File: src/rtl/object_sprite_ctrl.sv
// Sprite position/bounce controller and ROM address generator with 1-cycle output alignment.
// Define OBJ_SCALE2_EN to draw the sprite at 2x (box size, ROM addressing and bounce limits).
module object_sprite_ctrl #(
  parameter int          OBJ_W    = 2,
  parameter int          OBJ_H    = 2,
  parameter int          ROW_W    = 1,
  parameter int          COL_W    = 1,
  parameter int          SCREEN_W = 640,
  parameter int          SCREEN_H = 480,
  parameter int          INIT_X   = 320,
  parameter int          INIT_Y   = 240,
  parameter int          STEP     = 1,
  parameter logic [11:0] TRANSP   = 12'h000
) (
  input  logic             clk,
  input  logic             reset_n,
  input  logic             enable,
  input  logic             frame_tick,
  input  logic             video_on,
  input  logic [9:0]       x,
  input  logic [9:0]       y,
  output logic [ROW_W-1:0] rom_row,
  output logic [COL_W-1:0] rom_col,
  input  logic [11:0]      rom_color,
  output logic             pixel_on,
  output logic [11:0]      rgb_out,
  output logic [9:0]       obj_x,
  output logic [9:0]       obj_y
);

`ifdef OBJ_SCALE2_EN
  localparam int SCALE_SH = 1;
`else
  localparam int SCALE_SH = 0;
`endif

  localparam int BOX_W = OBJ_W << SCALE_SH;
  localparam int BOX_H = OBJ_H << SCALE_SH;

  localparam logic [10:0] LIM_X  = 11'(SCREEN_W - BOX_W);
  localparam logic [10:0] LIM_Y  = 11'(SCREEN_H - BOX_H);
  localparam logic [10:0] STEP11 = 11'(STEP);
  localparam logic [9:0]  STEP10 = 10'(STEP);

  // Index 0 is the X axis, index 1 the Y axis.
  localparam logic [1:0][10:0] LIM  = {LIM_Y, LIM_X};
  localparam logic [1:0][9:0]  INIT = {10'(INIT_Y), 10'(INIT_X)};

  typedef enum logic {INC, DEC} dir_t;

  logic move;
  assign move = frame_tick & enable;

  for (genvar gi = 0; gi < 2; gi++) begin : g_axis
    dir_t        dir_reg, dir_next;
    logic [9:0]  pos_reg, pos_next;
    logic [10:0] pos_ext;

    assign pos_ext = {1'b0, pos_reg};

    always_ff @(posedge clk or negedge reset_n) begin
      if (!reset_n) begin
        pos_reg <= INIT[gi];
        dir_reg <= INC;
      end else begin
        pos_reg <= pos_next;
        dir_reg <= dir_next;
      end
    end

    // Clamp at the edge on the tick that would overshoot, and turn around there.
    always_comb begin
      pos_next = pos_reg;
      dir_next = dir_reg;
      if (move) begin
        unique case (dir_reg)
          INC: begin
            if (pos_ext + STEP11 > LIM[gi]) begin
              pos_next = LIM[gi][9:0];
              dir_next = DEC;
            end else begin
              pos_next = pos_reg + STEP10;
            end
          end
          DEC: begin
            if (pos_ext < STEP11) begin
              pos_next = '0;
              dir_next = INC;
            end else begin
              pos_next = pos_reg - STEP10;
            end
          end
          default: begin
            pos_next = pos_reg;
            dir_next = dir_reg;
          end
        endcase
      end
    end
  end

  assign obj_x = g_axis[0].pos_reg;
  assign obj_y = g_axis[1].pos_reg;

  // Hit test on 11-bit operands; once x >= obj_x the offset cannot wrap,
  // so comparing the offset against the box size is the upper-bound test.
  logic [10:0] x_ext, y_ext, ox_ext, oy_ext, dx, dy;
  logic        in_box;
  logic        in_box_reg;

  assign x_ext  = {1'b0, x};
  assign y_ext  = {1'b0, y};
  assign ox_ext = {1'b0, obj_x};
  assign oy_ext = {1'b0, obj_y};
  assign dx     = x_ext - ox_ext;
  assign dy     = y_ext - oy_ext;

  assign in_box = video_on
                & (x_ext >= ox_ext) & (dx < 11'(BOX_W))
                & (y_ext >= oy_ext) & (dy < 11'(BOX_H));

  assign rom_col = dx[SCALE_SH +: COL_W];
  assign rom_row = dy[SCALE_SH +: ROW_W];

  always_ff @(posedge clk or negedge reset_n) begin
    if (!reset_n) begin
      in_box_reg <= 1'b0;
    end else begin
      in_box_reg <= in_box;
    end
  end

  // rom_color already belongs to the previous cycle's address, matching in_box_reg.
  assign pixel_on = in_box_reg & (rom_color != TRANSP);
  assign rgb_out  = pixel_on ? rom_color : 12'h000;

endmodule

File: config.mk
export PLATFORM = sky130hd
export DESIGN_NAME = object_sprite_ctrl
export DESIGN_NICKNAME = d
export VERILOG_FILES = /design/src/rtl/object_sprite_ctrl.sv
export SDC_FILE = /design/constraint.sdc
export NUM_CORES = 1
export LEC_CHECK = 0
export CAP_MARGIN = 20
export CORE_MARGIN = 4
export CORE_UTILIZATION = 35
export DETAILED_ROUTE_END_ITERATION = 8
export PLACE_DENSITY = 0.61
export SLEW_MARGIN = 15
export SYNTH_ARGS = -nofsm -noshare
export SYNTH_HDL_FRONTEND = slang
export SYNTH_SLANG_ARGS = --single-unit
File: constraint.sdc
create_clock -name clk -period 3.59 [get_ports clk]
set_clock_uncertainty 0.1 [all_clocks]
set_input_delay 0.718 -clock clk [delete_from_list [all_inputs] [get_ports clk]]
set_output_delay 0.718 -clock clk [all_outputs]
set_load 0.01 [all_outputs]
==> Yosys cells after proc, flatten, opt, wreduce, memory -nomap -nowiden <==
Index checks and enable logic that the tools add are counted.
{ "word_totals": {"ff_bits": 23, "output_inout_bits": 35, "elab_cells": 43} }
{ "classes": {"add_sub_neg": 8, "magnitude_cmp": 8, "mux": 13, "n_bitwise": 8, "n_reduce_logical": 1} }
{ "ops": {"columns": ["op", "count"], "rows": [
  ["2-to-1 mux 10 bit", 4],
  ["case mux 10 bit (2 select lines)", 2],
  ["adder 10 x 1 -> 11 bit (second input constant)", 2],
  ["< comparator 11 x 2 -> 1 bit (second input constant)", 2],
  ["subtractor 10 x 10 -> 11 bit", 2],
  ["adder 10 x 1 -> 10 bit (second input constant)", 2],
  [">= comparator 10 bit", 2],
  ["< comparator 10 x 1 -> 1 bit (second input constant)", 2],
  ["subtractor 10 x 1 -> 10 bit (second input constant)", 2],
  ["2-to-1 mux 12 bit", 1],
  ["nonzero test 12 bit", 1],
  ["greater-than comparator 11 x 10 -> 1 bit (second input constant)", 1],
  ["greater-than comparator 11 x 9 -> 1 bit (second input constant)", 1],
  ["AND 1 bit", 6],
  ["2-to-1 mux 1 bit", 4],
  ["case mux 1 bit (2 select lines)", 2],
  ["NOT 1 bit", 2]
]} }

==> Logic depth before layout (Yosys ltp) <==
Gate-level depths: netlist of the first run.
{ "depth": {"word_depth": 5, "depth_mapped": 10, "depth_no_buf": 10} }

==> Worst setup path before layout of the first run <==
No wires, ideal clock.
{ "synth_timing": {"path_kind": "input-to-reg", "start": "input x[0]", "end": "register in_box_reg", "setup_time_ns": 0.068, "arrival_time_ns": 3.223, "required_time_ns": 3.422, "slack_ns": 0.200, "path_stages": 10, "n_path_buf": 0, "path_cell_list": "inv_1 ha_1 inv_1 fa_1 nand3b_1 or4_1 or4_1 a2111o_1 nor4b_2 and4_1"} }
{ "synth_between": {"elab_chain_cells": 5} }
{ "synth_rtl": {"columns": ["item", "line", "text"], "rows": [
  ["start: declaration", "20", "input logic [9:0] x,"],
  ["subtractor 10 x 10 -> 11 bit or >= comparator 10 bit (tied branches)", "115, 119", null],
  ["< comparator 11 x 2 -> 1 bit or AND 1 bit (tied branches)", "119", "& (x_ext >= ox_ext) & (dx < 11'(BOX_W))"],
  ["AND 1 bit (*)", "119", null],
  ["AND 1 bit (*) (2 in a row)", "120", "& (y_ext >= oy_ext) & (dy < 11'(BOX_H));"],
  ["net in_box", "108", "logic in_box;"],
  ["end signal: assignment", "129", "in_box_reg <= in_box;"],
  ["end: declaration", "109", "logic in_box_reg;"]
]} }
The timed path passes the listed nets; every way through them passes the cells marked *.
A chain may end at the register's enable or synchronous reset.

==> Worst setup path in the final report of the first run <==
{ "layout_timing": {"start": "input x[1]", "end": "register in_box_reg"} }
Same word-level chain as after synthesis.

==> impl_results.md, run 1 <==
* Max-cap violations at 0
* Min-Delay Endpoint: obj_y[4]
* DIE AREA at 10,080 um^2
* Unrepaired setup endpoints after global routing: no
* #FFs+latches synth at 23
* Post-synthesis sequential area ratio at 0.1951
* WHS Path Cells at 2
* Asr flop ratio synth at 1.000
* Setup Total Neg Slack at 0 ns
* GR Util All Layers at 0.1842
* Hold Path Class: flip-flop to flip-flop
* Reg2reg start: obj_x[1]
* RR Endpoint: in_box_reg
* Crit Path Category: primary input to flip-flop
* Count of final hold-check violations at 0
* Top_reg_cell synth: dfrtp_1
* Layout cells sized above 1 at 0.07957
* Residual DRC at 0
* Routed WL per cell at 16.39 um
* DR vias at 3,338
* Post-Syn Nets at 461
* PD cells at 701.1 nW/um^2
* Adder-Cell Fraction of Synth Area at 0.1223
* N_diodes at 0
* Width of the die at 100.4 um
* Antenna-violating nets left at 0
* Core Region at 8258 um^2
* TritonRoute pass-1 iters at 4
* Final Cycle Share at 0.9466
* H-Tree Depth at 1
* Initial antenna violation count at 0
* Leak at 1.603 nW
* Startpoint types: primary input
* # clock sinks at 23
* Worst Tran Pin Value at 0.7361 ns
* Required time of the critical path at 3.70 ns
* Port Buffer Count at 71
* Final core occ at 0.4733
* Largest net degree at the start of global routing at 25
* Clk buf depth at 2
* Post-synthesis mux area share at 0.003350
* Compound-gate portion of the synthesized area at 0.3308
* Final setup vio count at 0
* Mapped cell area at 2988 um^2
* Synth-to-Final Area Change at 30.82%
* Vias/cell at 5.856
* Hpwl dp at 7302 um
* Yosys warning count at 0
* Simple-Gate Fraction of Synth Area at 0.2567
* R2r worst-path depth at 8
* 1st-iter DRT viols at 120
* Final max-slew violation count at 0
* DRT Wirelength at 9344 um
* Starting density of the core at 0.3618
* CTS root buf: clkbuf_8
* CTS tree: yes
* Post-synth EDFFs at 0
* Largest family of logic cells by synthesized area: compound AO/OA/AOI/OAI gates
* Clock buffer count from CTS at 3
* Distinct cells, synth at 64
* Vias in the first global route at 3,160
* Hold path start: obj_y[4]
* Fmax at 0.2943 GHz
* Grt total ovfl at 0
* First-pass GRT wire length at 15,440 um
* Reg2Reg Setup Slack at 0.43 ns
* # IOs at 72
* Final GP Congestion at 0.8881
* Outcome: finished clean
* Final min period at 3.398 ns
* Cells after Synth at 396
* Hold_buf cts at 0
* XOR/XNOR Fraction of Synth Area at 0.02638
* Final #Nets at 531
* Site Rows at 33
* Slew margin rel. at 0.5047
* CP arrival at 3.51 ns
* Clock Pin Slew Worst Setup and Hold Paths at 0.09 ns
* CP Capture Type: flip-flop
* Critical Path Fanout Max at 2
* Mean Syn Cell Area at 7.545 um^2
* Max VDD drop at 298.4 uV
* Skew-Pair Late Insertion Delay at 0.26 ns
* Die Y at 100.4 um
==> stage by stage <==
stage | worst slack [ns] | power (W) | hold slack [ns] | std cells | instance area (um^2)
final | 0.1918 | 0.002741 | 0.4596 | 570 | 3909
after floorplan | 0.1995 | 0.001844 | 0.3224 | 396 | 2988
after global routing | 0.06058 | 0.003003 | 0.4855 | 570 | 3909
after global placement | -0.3511 | 0.002503 | 0.4343 | 566 | 3845
after detailed placement | -0.4105 | 0.002526 | 0.4520 | 566 | 3845
after CTS | 0.006771 | 0.002726 | 0.4656 | 570 | 3904
==> worst max path at each step <==
stage	from	to	slack (ns)	cells after the start
2_1_floorplan	x[0]	in_box_reg	0.20	10
3_3_place_gp	y[0]	in_box_reg	-0.35	10
3_5_place_dp	y[0]	in_box_reg	-0.41	10
4_1_cts	x[0]	in_box_reg	0.007	11
5_1_grt	x[1]	in_box_reg	0.06	8
6_report	x[1]	in_box_reg	0.19	8
==> critical path: stages <==
cell	delay (ns)
clkdlybuf4s50_1	0.46
fa_1	0.49
nand3b_1	0.16
or4_1	0.51
or4_1	0.41
a2111o_1	0.31
nor4b_2	0.26
and4_1	0.20
==> logic make-up after synthesis <==
group                      Yosys count
DFF                                 23
muxes                                1
and+or+nand+nor                    138
buffers and inverters               52
xor gates and xnor gates             9
AOI/OAI and AO/OA                  145
adders and majority gates           28
==> synth_stat cells, drive strengths merged (8+ instances only) <==
master,n,area [um^2]
a21o,8,60.06
dfrtp,17,425.4
a211oi,8,60.06
and2,14,87.58
o21ai,34,170.2
a21oi,24,120.1
ha,26,325.3
xnor2,9,78.83
o22ai,8,50.05
nand3,12,60.06
nor4,8,50.05
clkbuf,16,60.06
nor3,13,65.06
inv,36,135.1
nand2,22,82.58
and3,9,57.56
a31oi,16,100.1
nor2,22,82.58
nor2b,9,56.30
==> per-layer routing <==
layer	global-route usage	wire length (um)	up-vias
li1	-	-	1638
met1	0.2615	4487	1585
met2	0.3017	4333	107
met3	0.02154	412	8
met4	0.03627	110	0
met5	0	0	-
==> power breakdown <==
group / switching, W / leakage, nW / internal, W
Combinational: 0.00106 / 1.32 / 0.000897
Clock: 0.0000894 / 0.0228 / 0.0000794
Sequential: 0.000238 / 0.261 / 0.000377
Total: 0.00139 / 1.60 / 0.00135
==> cell usage in the layout (no fill, tap or decap), types with 5 or more instances in the layout <==
| cell type | Yosys | layout |
|---|---|---|
| and3_1 | 8 | 8 |
| dfstp_2 | 6 | 6 |
| inv_1 | 29 | 27 |
| and2_1 | 14 | 14 |
| nor3_1 | 13 | 13 |
| a21o_1 | 8 | 8 |
| nor2b_1 | 9 | 9 |
| o21ai_0 | 28 | 28 |
| nand4_1 | 5 | 5 |
| inv_2 | 7 | 9 |
| a211oi_1 | 8 | 8 |
| xnor2_1 | 9 | 8 |
| nor4_1 | 8 | 8 |
| buf_4 | 0 | 10 |
| o22ai_1 | 8 | 8 |
| nor2_1 | 22 | 22 |
| a31oi_1 | 16 | 16 |
| dfrtp_1 | 17 | 17 |
| ha_1 | 26 | 24 |
| nand2b_1 | 5 | 5 |
| nand3_1 | 12 | 12 |
| nand2_1 | 22 | 22 |
| o21ai_1 | 6 | 6 |
| clkdlybuf4s50_1 | 0 | 68 |
| a21oi_1 | 24 | 24 |
==> repair_timing <==
item                       4_1_cts  5_1_grt
setup endpoints to repair        1        1
setup buffers                    0        0
gates cloned                     0        0
gates resized for setup          5        4
pin swaps                        8        6
==> area by class of cell <==
class                      count  area (um^2)
sequential                    23        583.1
fill                         882         4349
timing repair buffer          81        789.5
clock buffer                   4        45.04
inverter                      36        135.1
multi-input combinational    321         2225
tap                          105        131.4
No activity file was read; power rests on OpenSTA's default activity.
==> run 2, diff against run 1 <==
CORE_UTILIZATION = 51   (was 35)
PLACE_DENSITY = 0.83   (was 0.61)
RECOVER_POWER = 25   (was not set)
==> run 2 against run 1 <==
  * Flip-flop and latch count did not move
  * Via count up 2.7%
  * Routed wire length decreased by 5.0%
  * Utilization grew 22 points
  * Sequential power decreased by 1%
  * Clock power is essentially flat
  * Power rose by 0.16%
  * Global-route usage rose by 6.0 points
==> impl_results.md, run 2 (synthesized netlist as in run 1, its figures left out) <==
* Outcome: finished clean (unchanged)
* Unrepaired setup endpoints after global routing: no (unchanged)
* Hold Path Class: flip-flop to flip-flop (unchanged)
* GR Util All Layers at 0.2443 (was 0.1842)
* CP dominant cell by count: or4_1 (unchanged)
* Cts repair resizes at 7 (was 5)
* Final setup vio count at 0 (unchanged)
* Required time of the critical path at 3.71 ns (was 3.70 ns)
* Vias in the first global route at 3,186 (was 3,160)
* First-pass GRT wire length at 14,700 um (was 15,440 um)
* Worst Tran Pin Value at 1.383 ns (was 0.7361 ns)
* Starting density of the core at 0.5328 (was 0.3618)
* Die Y at 84.54 um (was 100.4 um)
* CP arrival at 3.66 ns (was 3.51 ns)
* Buf/Inv on CP at 2 (was 1)
* Leak at 1.596 nW (was 1.603 nW)
* Crit path launch: y[1] (was x[1])
* TritonRoute pass-1 iters at 5 (was 4)
* Delay-heaviest family, CP: simple AND/OR/NAND/NOR gates (unchanged)
* Synth-to-Final Area Change at 29.65% (was 30.82%)
* Hold WS at 0.4419 ns (was 0.4596 ns)
* Most common cell after layout, fill and taps aside: clkdlybuf4s50_1 (unchanged)
* CTS tree: yes (unchanged)
* Fmax at 0.2822 GHz (was 0.2943 GHz)
* Setup Total Neg Slack at 0 ns (unchanged)
* Critical Path Fanout Max at 2 (unchanged)
* Largest net degree at the start of global routing at 25 (unchanged)
* CP Capture Type: flip-flop (unchanged)
* DRT Wirelength at 8876 um (was 9344 um)
* Most frequent cells in the layout: 68 x clkdlybuf4s50_1, 28 x inv_1, 28 x o21ai_0, 24 x a21oi_1, 24 x ha_1 (was 68 x clkdlybuf4s50_1, 28 x o21ai_0, 27 x inv_1, 24 x a21oi_1, 24 x ha_1)
* Routed WL per cell at 16.47 um (was 16.39 um)
* Fin area at 3874 um^2 (was 3909 um^2)
* Dpl cell area at 3819 um^2 (was 3845 um^2)
* Hold path start: obj_y[4] (unchanged)
* Final max-slew violation count at 0 (unchanged)
* Port Buffer Count at 71 (unchanged)
* Crit Path Category: primary input to flip-flop (unchanged)
* PD cells at 708.6 nW/um^2 (was 701.1 nW/um^2)
* Final #Nets at 533 (was 531)
* Reg2Reg Setup Slack at 0.37 ns (was 0.43 ns)
* Core Region at 5608 um^2 (was 8258 um^2)
* N_diodes at 0 (unchanged)
* Hold_buf cts at 0 (unchanged)
* Hpwl dp at 6928 um (was 7302 um)
* Grt total ovfl at 0 (unchanged)
* Final core occ at 0.6908 (was 0.4733)
* Site Rows at 27 (was 33)
* Setup bufs post-CTS at 0 (unchanged)
* Max stage delay on crit path at 0.54 ns (was 0.51 ns)
* 1st-iter DRT viols at 343 (was 120)
* # clock sinks at 23 (unchanged)
* Final Cycle Share at 0.9871 (was 0.9466)
* Clock buffer count from CTS at 3 (unchanged)
* Slowest CP cell: or4_1 (unchanged)
* Max-cap violations at 0 (unchanged)
* Layout cells sized above 1 at 0.08137 (was 0.07957)
* Width of the die at 84.54 um (was 100.4 um)
* Final GP Congestion at 0.9470 (was 0.8881)
* Initial antenna violation count at 0 (unchanged)
* Clock Pin Slew Worst Setup and Hold Paths at 0.09 ns (about the same)
* H-Tree Depth at 1 (unchanged)
* Final min period at 3.544 ns (was 3.398 ns)
* Antenna-violating nets left at 0 (unchanged)
* CTS root buf: clkbuf_8 (unchanged)
* Residual DRC at 0 (unchanged)
* Overall Power at 0.002745 W (was 0.002741 W)
* Count of final hold-check violations at 0 (unchanged)
* Clk buf depth at 2 (unchanged)
* Max VDD drop at 408.3 uV (was 298.4 uV)
* Startpoint types: primary input (unchanged)
* # IOs at 72 (unchanged)
* Layout fillers at 475 (was 882)
* Vias/cell at 6.358 (was 5.856)
* Crit-path cells: clkdlybuf4s50_1 -> inv_1 -> fa_2 -> xnor2_2 -> or4_1 -> or4_1 -> a2111o_1 -> nor4b_2 -> and4_1 (was clkdlybuf4s50_1 -> fa_1 -> nand3b_1 -> or4_1 -> or4_1 -> a2111o_1 -> nor4b_2 -> and4_1)
* Skew-Pair Late Insertion Delay at 0.28 ns (was 0.26 ns)
* Slew margin rel. at 0.07796 (was 0.5047)
* DR vias at 3,427 (was 3,338)
* DIE AREA at 7147 um^2 (was 10,080 um^2)
* Reg2reg start: obj_x[1] (unchanged)
==> run 2: final timing paths <==
path                                     endpoint  cells past startpoint
worst max-delay path                   in_box_reg                      9
min in group asynchronous                obj_x[3]                      2
max in group asynchronous       g_axis[1].dir_reg                      2
worst max register to register         in_box_reg                      8
worst min register to register           obj_y[4]                      2
worst min-delay path                     obj_y[4]                      2
==> run 2: report_power, final <==
part,switching (W),total [W],internal [W]
clock network,0.0000930,0.000171,0.0000779
registers,0.000230,0.000607,0.000377
logic,0.00106,0.00197,0.000906
total,0.00138,0.00275,0.00136
==> run 2: through the flow <==
step	setup WS, ns	instances
after detailed placement	-0.4627	535
after floorplan	0.1995	396
after global routing	0.02967	539
after CTS	0.07004	539
final	0.04644	539
after global placement	-0.3357	535
==> run 2: metal layers <==
layer  track usage  part of all wire  routed length (um)  vias to the layer above
li1              -                 -                   -                     1656
met1        0.3371              0.44                3939                     1567
met2        0.3879              0.45                4020                      182
met3       0.03827             0.078                 692                       22
met4       0.08345             0.025                 224                        0
met5             0                 0                   0                        -
==> run 2: tightest hold or removal path, cell delays in order (launching register included) <==
cell and delay (ns):
dfstp_2 0.40, nor2_1 0.10, a31oi_1 0.04
==> run 2: cell type report <==
class | instances | area [um^2] | area share
clock buffer | 3 | 41.29 | 0.01066
clock inverter | 1 | 5.005 | 0.001292
inverter | 36 | 135.1 | 0.03488
multi-input combinational | 321 | 2225 | 0.5743
sequential | 23 | 583.1 | 0.1505
tap | 72 | 90.09 | 0.02326
timing repair buffer | 83 | 794.5 | 0.2051
